==> src/rtl/mem_stream_reader.sv <==
`default_nettype none
// ============================================================================
// Module      : mem_stream_reader
// Description : Read-request initiator for one port of the dual-port dataflow
//               memory interface. Issues COUNT reads at base + i*stride,
//               bounds outstanding reads with credits, returns the data in
//               order on a stop-backpressured stream and then pulses done.
// Options     : MEM_STREAM_READER_CHECKSUM_EN adds a running checksum output.
// Revision    : 1.0 - initial release
// ============================================================================
module mem_stream_reader #(
    parameter int ADDR_W  = 16,
    parameter int DATA_W  = 32,
    parameter int MAX_OUT = 4,
    parameter int CNT_W   = 16
) (
    input  logic              clk,
    input  logic              rst_n,
    input  logic              start,
    input  logic [ADDR_W-1:0] base,
    input  logic [ADDR_W-1:0] stride,
    input  logic [CNT_W-1:0]  count,
    output logic              busy,
    output logic              done,
    output logic [ADDR_W-1:0] addr,
    input  logic              addr_stop,
    output logic [DATA_W-1:0] wdata,
    input  logic              wdata_stop,
    output logic [1:0]        wren,
    input  logic              wren_stop,
    output logic              req_valid,
    input  logic [DATA_W-1:0] rsp_data,
    input  logic              rsp_valid,
    output logic              rsp_stop,
    output logic [DATA_W-1:0] dout,
    output logic              dout_valid,
    input  logic              dout_stop
`ifdef MEM_STREAM_READER_CHECKSUM_EN
    ,
    output logic [DATA_W-1:0] checksum
`endif
);

    localparam int PTR_W = $clog2(MAX_OUT);
    localparam int OCC_W = PTR_W + 1;
    localparam logic [OCC_W-1:0] OCC_MAX = OCC_W'(MAX_OUT);

    typedef enum logic [1:0] {
        S_IDLE  = 2'd0,
        S_ISSUE = 2'd1,
        S_DRAIN = 2'd2,
        S_DONE  = 2'd3
    } state_t;

    state_t             state;
    state_t             state_nxt;
    logic [ADDR_W-1:0]  stride_q;
    logic [CNT_W-1:0]   remaining;
    logic [OCC_W-1:0]   inflight;
    logic [OCC_W-1:0]   occ;
    logic [DATA_W-1:0]  mem [MAX_OUT];
    logic [PTR_W-1:0]   wr_ptr;
    logic [PTR_W-1:0]   rd_ptr;

    logic start_ok;
    logic has_credit;
    logic can_issue;
    logic issue;
    logic rsp_write;
    logic pop;

    // Request, response and pop handshakes. The shared request valid is
    // withheld while any channel stalls so all three channels move together.
    assign start_ok   = (state == S_IDLE) && start;
    assign has_credit = (inflight + occ) < OCC_MAX;
    assign can_issue  = (state == S_ISSUE) && (remaining != '0) && has_credit;
    assign req_valid  = can_issue && !addr_stop && !wdata_stop && !wren_stop;
    assign issue      = req_valid;
    assign wdata      = '0;
    assign wren       = 2'b00;

    // Responses with nothing outstanding (e.g. after a reset) are absorbed.
    assign rsp_stop   = (occ == OCC_MAX);
    assign rsp_write  = rsp_valid && !rsp_stop && (inflight != '0);

    assign dout_valid = (occ != '0);
    assign dout       = dout_valid ? mem[rd_ptr] : '0;
    assign pop        = dout_valid && !dout_stop;

    assign busy       = (state == S_ISSUE) || (state == S_DRAIN);
    assign done       = (state == S_DONE);

    // State register
    always_ff @(posedge clk or negedge rst_n) begin
        if (!rst_n) begin
            state <= S_IDLE;
        end else begin
            state <= state_nxt;
        end
    end

    // Next-state logic
    always_comb begin
        state_nxt = state;
        case (state)
            S_IDLE: begin
                if (start) begin
                    state_nxt = (count != '0) ? S_ISSUE : S_DONE;
                end
            end
            S_ISSUE: begin
                if (issue && (remaining == CNT_W'(1))) begin
                    state_nxt = S_DRAIN;
                end
            end
            S_DRAIN: begin
                if ((inflight == '0) && (occ == OCC_W'(1)) && pop) begin
                    state_nxt = S_DONE;
                end
            end
            S_DONE:  state_nxt = S_IDLE;
            default: state_nxt = S_IDLE;
        endcase
    end

    // Address generator and remaining-read counter
    always_ff @(posedge clk or negedge rst_n) begin
        if (!rst_n) begin
            addr      <= '0;
            stride_q  <= '0;
            remaining <= '0;
        end else if (start_ok) begin
            addr      <= base;
            stride_q  <= stride;
            remaining <= count;
        end else if (issue) begin
            addr      <= addr + stride_q;
            remaining <= remaining - CNT_W'(1);
        end
    end

    // Credit bookkeeping: issue, response and pop may coincide in one cycle
    always_ff @(posedge clk or negedge rst_n) begin
        if (!rst_n) begin
            inflight <= '0;
            occ      <= '0;
        end else begin
            inflight <= inflight + OCC_W'(issue) - OCC_W'(rsp_write);
            occ      <= occ + OCC_W'(rsp_write) - OCC_W'(pop);
        end
    end

    // Return FIFO storage and pointers (first-word-fall-through)
    always_ff @(posedge clk or negedge rst_n) begin
        if (!rst_n) begin
            for (int i = 0; i < MAX_OUT; i++) begin
                mem[i] <= '0;
            end
            wr_ptr <= '0;
            rd_ptr <= '0;
        end else begin
            if (rsp_write) begin
                mem[wr_ptr] <= rsp_data;
                wr_ptr      <= wr_ptr + PTR_W'(1);
            end
            if (pop) begin
                rd_ptr <= rd_ptr + PTR_W'(1);
            end
        end
    end

`ifdef MEM_STREAM_READER_CHECKSUM_EN
    // Running sum of delivered words; cleared on an accepted start
    always_ff @(posedge clk or negedge rst_n) begin
        if (!rst_n) begin
            checksum <= '0;
        end else if (start_ok) begin
            checksum <= '0;
        end else if (pop) begin
            checksum <= checksum + dout;
        end
    end
`endif

endmodule
`default_nettype wire
==> config.mk <==
export PLATFORM = sky130hd
export DESIGN_NAME = mem_stream_reader
export DESIGN_NICKNAME = d
export VERILOG_FILES = /design/src/rtl/mem_stream_reader.sv
export SDC_FILE = /design/constraint.sdc
export NUM_CORES = 1
export LEC_CHECK = 0
export CAP_MARGIN = 20
export CORE_UTILIZATION = 45
export DETAILED_ROUTE_END_ITERATION = 8
export PLACE_DENSITY = 0.7
export SYNTH_ARGS = -nofsm -noshare
export SYNTH_HDL_FRONTEND = slang
export SYNTH_SLANG_ARGS = --single-unit
export TNS_END_PERCENT = 20
==> constraint.sdc <==
create_clock -name clk -period 3.1 [get_ports clk]
set_clock_uncertainty 0.15 [all_clocks]
set_input_delay 0.465 -clock clk [delete_from_list [all_inputs] [get_ports clk]]
set_output_delay 0.465 -clock clk [all_outputs]
set_load 0.02 [all_outputs]
==> results by group <==
Critical path
  – Critical path start-end classification: reg2out
  – Critical Path Source Type: flop
  – Max Fanout on Critical Path: 3
  – CP peak stage delay: 0.53 ns
  – Critical path's top delay family: simple AND/OR/NAND/NOR gates
  – Crit path max-delay cell type: sky130_fd_sc_hd__or4_4
  – Series of cell instances along the critical path: or4_4 -> or3_4 -> o311ai_4 -> inv_1 -> buf_2
  – Arr. time, crit path: 2.38 ns
  – Required time at the endpoint of the critical path: 2.48 ns
  – Crit path buffers/inverters: 2
  – Element type at the critical path end: output port

Layout
  – Growth of design area from synthesis to finish: 24.3%
  – Fraction of final layout cells sized beyond drive strength 1: 24.1%
  – Final layout net count: 1078
  – Number of antenna diodes: 0
  – Fillers: 1788

STA
  – Setup TNS after final layout: 0 ns
  – Final hold viol count: 0
  – Worst Max-Slew Pin Slew: 0.659 ns
  – Minimum clock period after layout: 3.00 ns
  – Final worst path period share: 96.8%
  – Tightest slew margin relative to the limit: 56.1%
  – Fin worst setup slack: 0.100 ns
  – Achievable clock frequency: 333 MHz
  – Final setup fails: 0
  – Final slew viol count: 0
  – Setup repair after global routing missed its margin: no

Yosys
  – Sequential-to-total area share from yosys stat: 48.7%
  – Total of flip-flops plus latches after synthesis: 188
  – Async set-reset flop share out of synthesis: 100%
  – Yosys warnings: 0
  – Count of flip-flops with a built-in enable after synthesis: 0
  – Per-instance average area after synthesis: 12.0 um^2
  – Post-synthesis cell area: 9670 um^2
  – Synthesized instance count: 806
  – Top_reg_cell synth: sky130_fd_sc_hd__dfrtp_1
  – Synth unique cells: 54

Power and ir drop
  – Total power per unit cell area: 1160 nW/um^2
  – VDD IR max: 0.527 mV
  – Lkg Pwr: 5.19 nW

Worst hold path
  – Class of the tightest hold or removal check: reg2reg

GRT
  – First-pass GRT wire length: 33.1 mm
  – Vias in the first global route: 6413
  – Largest net degree at the start of global routing: 72
  – Number of antenna violations at the first check in global routing: 0
  – Total congestion overflow after global routing: 0
  – Combined global-route utilization of all metal layers: 19.4%

Run status
  – Status: finished clean

Routing
  – Initial DRC count: 275
  – DRT Wirelength: 20.4 mm
  – Total via count after detailed routing: 6411
  – Number of remaining DRC errors: 0
  – First-pass DRT Iterations: 4
  – Routed WL per cell: 16.4 um
  – Post-detailed-route via-to-cell ratio: 5.15
  – Routed Antenna Nets: 0

Floorplanning
  – Floorplan row count: 53
  – Placeable core region: 21000 um^2
  – Vert. Die Dim: 149 um
  – I/O pin count: 175
  – Starting Density: 46.0%
  – Horizontal die dimension: 149 um
  – Die footprint: 22100 um^2

Clock network
  – CTS Buf Count: 17
  – Clock root cell: sky130_fd_sc_hd__clkbuf_16
  – Clock input transition at the sequential cells of the worst setup and hold paths: 0.08 ns
  – Sink Count: 188
  – Insertion delay to the later sink of the worst-skew pair: 0.43 ns
  – CTS HTree Levels: 4
  – Clock tree from TritonCTS: done
  – Bufs on Longest Clock Path: 2

Place
  – Post-DP HPWL: 14.1 mm
  – Count of buffers inserted at the top-level ports: 140
  – Final weighted congestion of routability-driven global placement: 0.840
  – Worst slack, placed: 0.175 ns

Flow run
  – Max-capacitance violation count: 0
kinds of logic after synthesis:
group,after synthesis,share of synthesized area [%]
AO/OA/AOI/OAI,87,5.68
XOR/XNOR,32,2.90
adder cells (fa/ha/maj),34,4.63
buffers and inverters,95,5.15
flip-flops,188,48.7
multiplexers,161,22.5
other,1,0.0388
AND/OR/NAND/NOR,208,10.5
worst min-delay path: cells and delay by family, from the launching register on:
| kind | cells | cell delay, ns |
|---|---|---|
| DFF | 1 | 0.36 |
| and+or+nand+nor | 2 | 0.10 |
placed cells by master, fill, tap and decap left out, types with 18 or more instances in the layout:
cell	netlist	final
sky130_fd_sc_hd__a21oi_1	18	18
sky130_fd_sc_hd__buf_4	35	24
sky130_fd_sc_hd__clkdlybuf4s50_1	0	137
sky130_fd_sc_hd__conb_1	1	34
sky130_fd_sc_hd__dfrtp_1	188	187
sky130_fd_sc_hd__ha_1	31	31
sky130_fd_sc_hd__inv_1	22	22
sky130_fd_sc_hd__mux2_2	128	128
sky130_fd_sc_hd__mux4_2	32	32
sky130_fd_sc_hd__nand2_1	99	99
sky130_fd_sc_hd__nor2_1	24	24
sky130_fd_sc_hd__nor2b_1	38	38
sky130_fd_sc_hd__o21ai_0	35	35
sky130_fd_sc_hd__xnor2_1	20	20
Yosys cell counts, types with 12 or more instances:
library cell                 n  area (um^2)
sky130_fd_sc_hd__dfrtp_1   188         4700
sky130_fd_sc_hd__inv_1      22         82.6
sky130_fd_sc_hd__xnor2_1    20          175
sky130_fd_sc_hd__nor2b_1    38          238
sky130_fd_sc_hd__xor2_1     12          105
sky130_fd_sc_hd__ha_1       31          388
sky130_fd_sc_hd__nand2_1    99          372
sky130_fd_sc_hd__a21oi_1    18         90.1
sky130_fd_sc_hd__mux4_2     32          721
sky130_fd_sc_hd__mux2_2    128         1440
sky130_fd_sc_hd__buf_4      35          263
sky130_fd_sc_hd__nor2_1     24         90.1
sky130_fd_sc_hd__o21ai_0    35          175
sky130_fd_sc_hd__clkbuf_1   20         75.1
sky130_fd_sc_hd__buf_1      15         56.3
through the flow:
stage	instance area (um^2)	utilization [%]	std cells	hold slack (ns)	total power, mW
3_3_place_gp	11400	54.3	1210	0.313	11.6
2_1_floorplan	9790	-	839	0.0194	9.34
4_1_cts	12000	57.1	1243	0.343	14.0
3_5_place_dp	11400	54.3	1210	0.325	11.8
5_1_grt	12000	57.2	1244	0.355	14.9
6_report	12000	57.2	1244	0.341	13.9
area by class of cell:
cell class	instances	area (um^2)	area share (%)
sequential	188	4710	39.2
multi-input combinational	556	4590	38.2
timing repair buffer	171	1700	14.1
clock buffer	19	443	3.69
tap	275	344	2.86
clock inverter	13	149	1.24
inverter	22	82.6	0.687
routing by layer:
layer  GRT usage [%]  up-vias  part of all wire, %
met4            6.24        0                  1.1
met5               0        -                    0
met1            25.6     3189                   46
met2            32.4      141                   49
li1                -     3069                    -
met3            3.34       12                  3.6
worst paths after layout:
check                              start           to  slack [ns]  cells past startpoint
max in group asynchronous          rst_n      addr[8]        1.53                      3
max                        remaining[13]    req_valid        0.10                      5
min in group asynchronous          rst_n      mem[83]        0.47                      2
max reg2reg                remaining[13]     addr[15]        0.26                      9
min reg2reg                  stride_q[3]  stride_q[3]        0.34                      2
min                          stride_q[3]  stride_q[3]        0.34                      2
power by group:
group | leakage (nW) | internal [mW] | total [mW] | switching (mW)
sequential | 2.25 | 3.70 | 4.44 | 0.734
combinational | 2.65 | 3.90 | 7.26 | 3.36
clock | 0.287 | 1.17 | 2.19 | 1.02
total | 5.19 | 8.78 | 13.9 | 5.11
state kept, by name, summed over array words and instances (netlist names):
name	flops
mem	128
addr	16
occ	3
rd_ptr	2
wr_ptr	2
state	2
stride_q	16
remaining	16
inflight	3
timing repair:
action,CTS,global route
cloned,0,0
hold buffers,1,0
gates resized for setup,6,0
hold endpoints to repair,65,0
endpoints found under the setup margin,10,25
setup buffers,0,1
No activity file was read; power rests on OpenSTA's default activity.
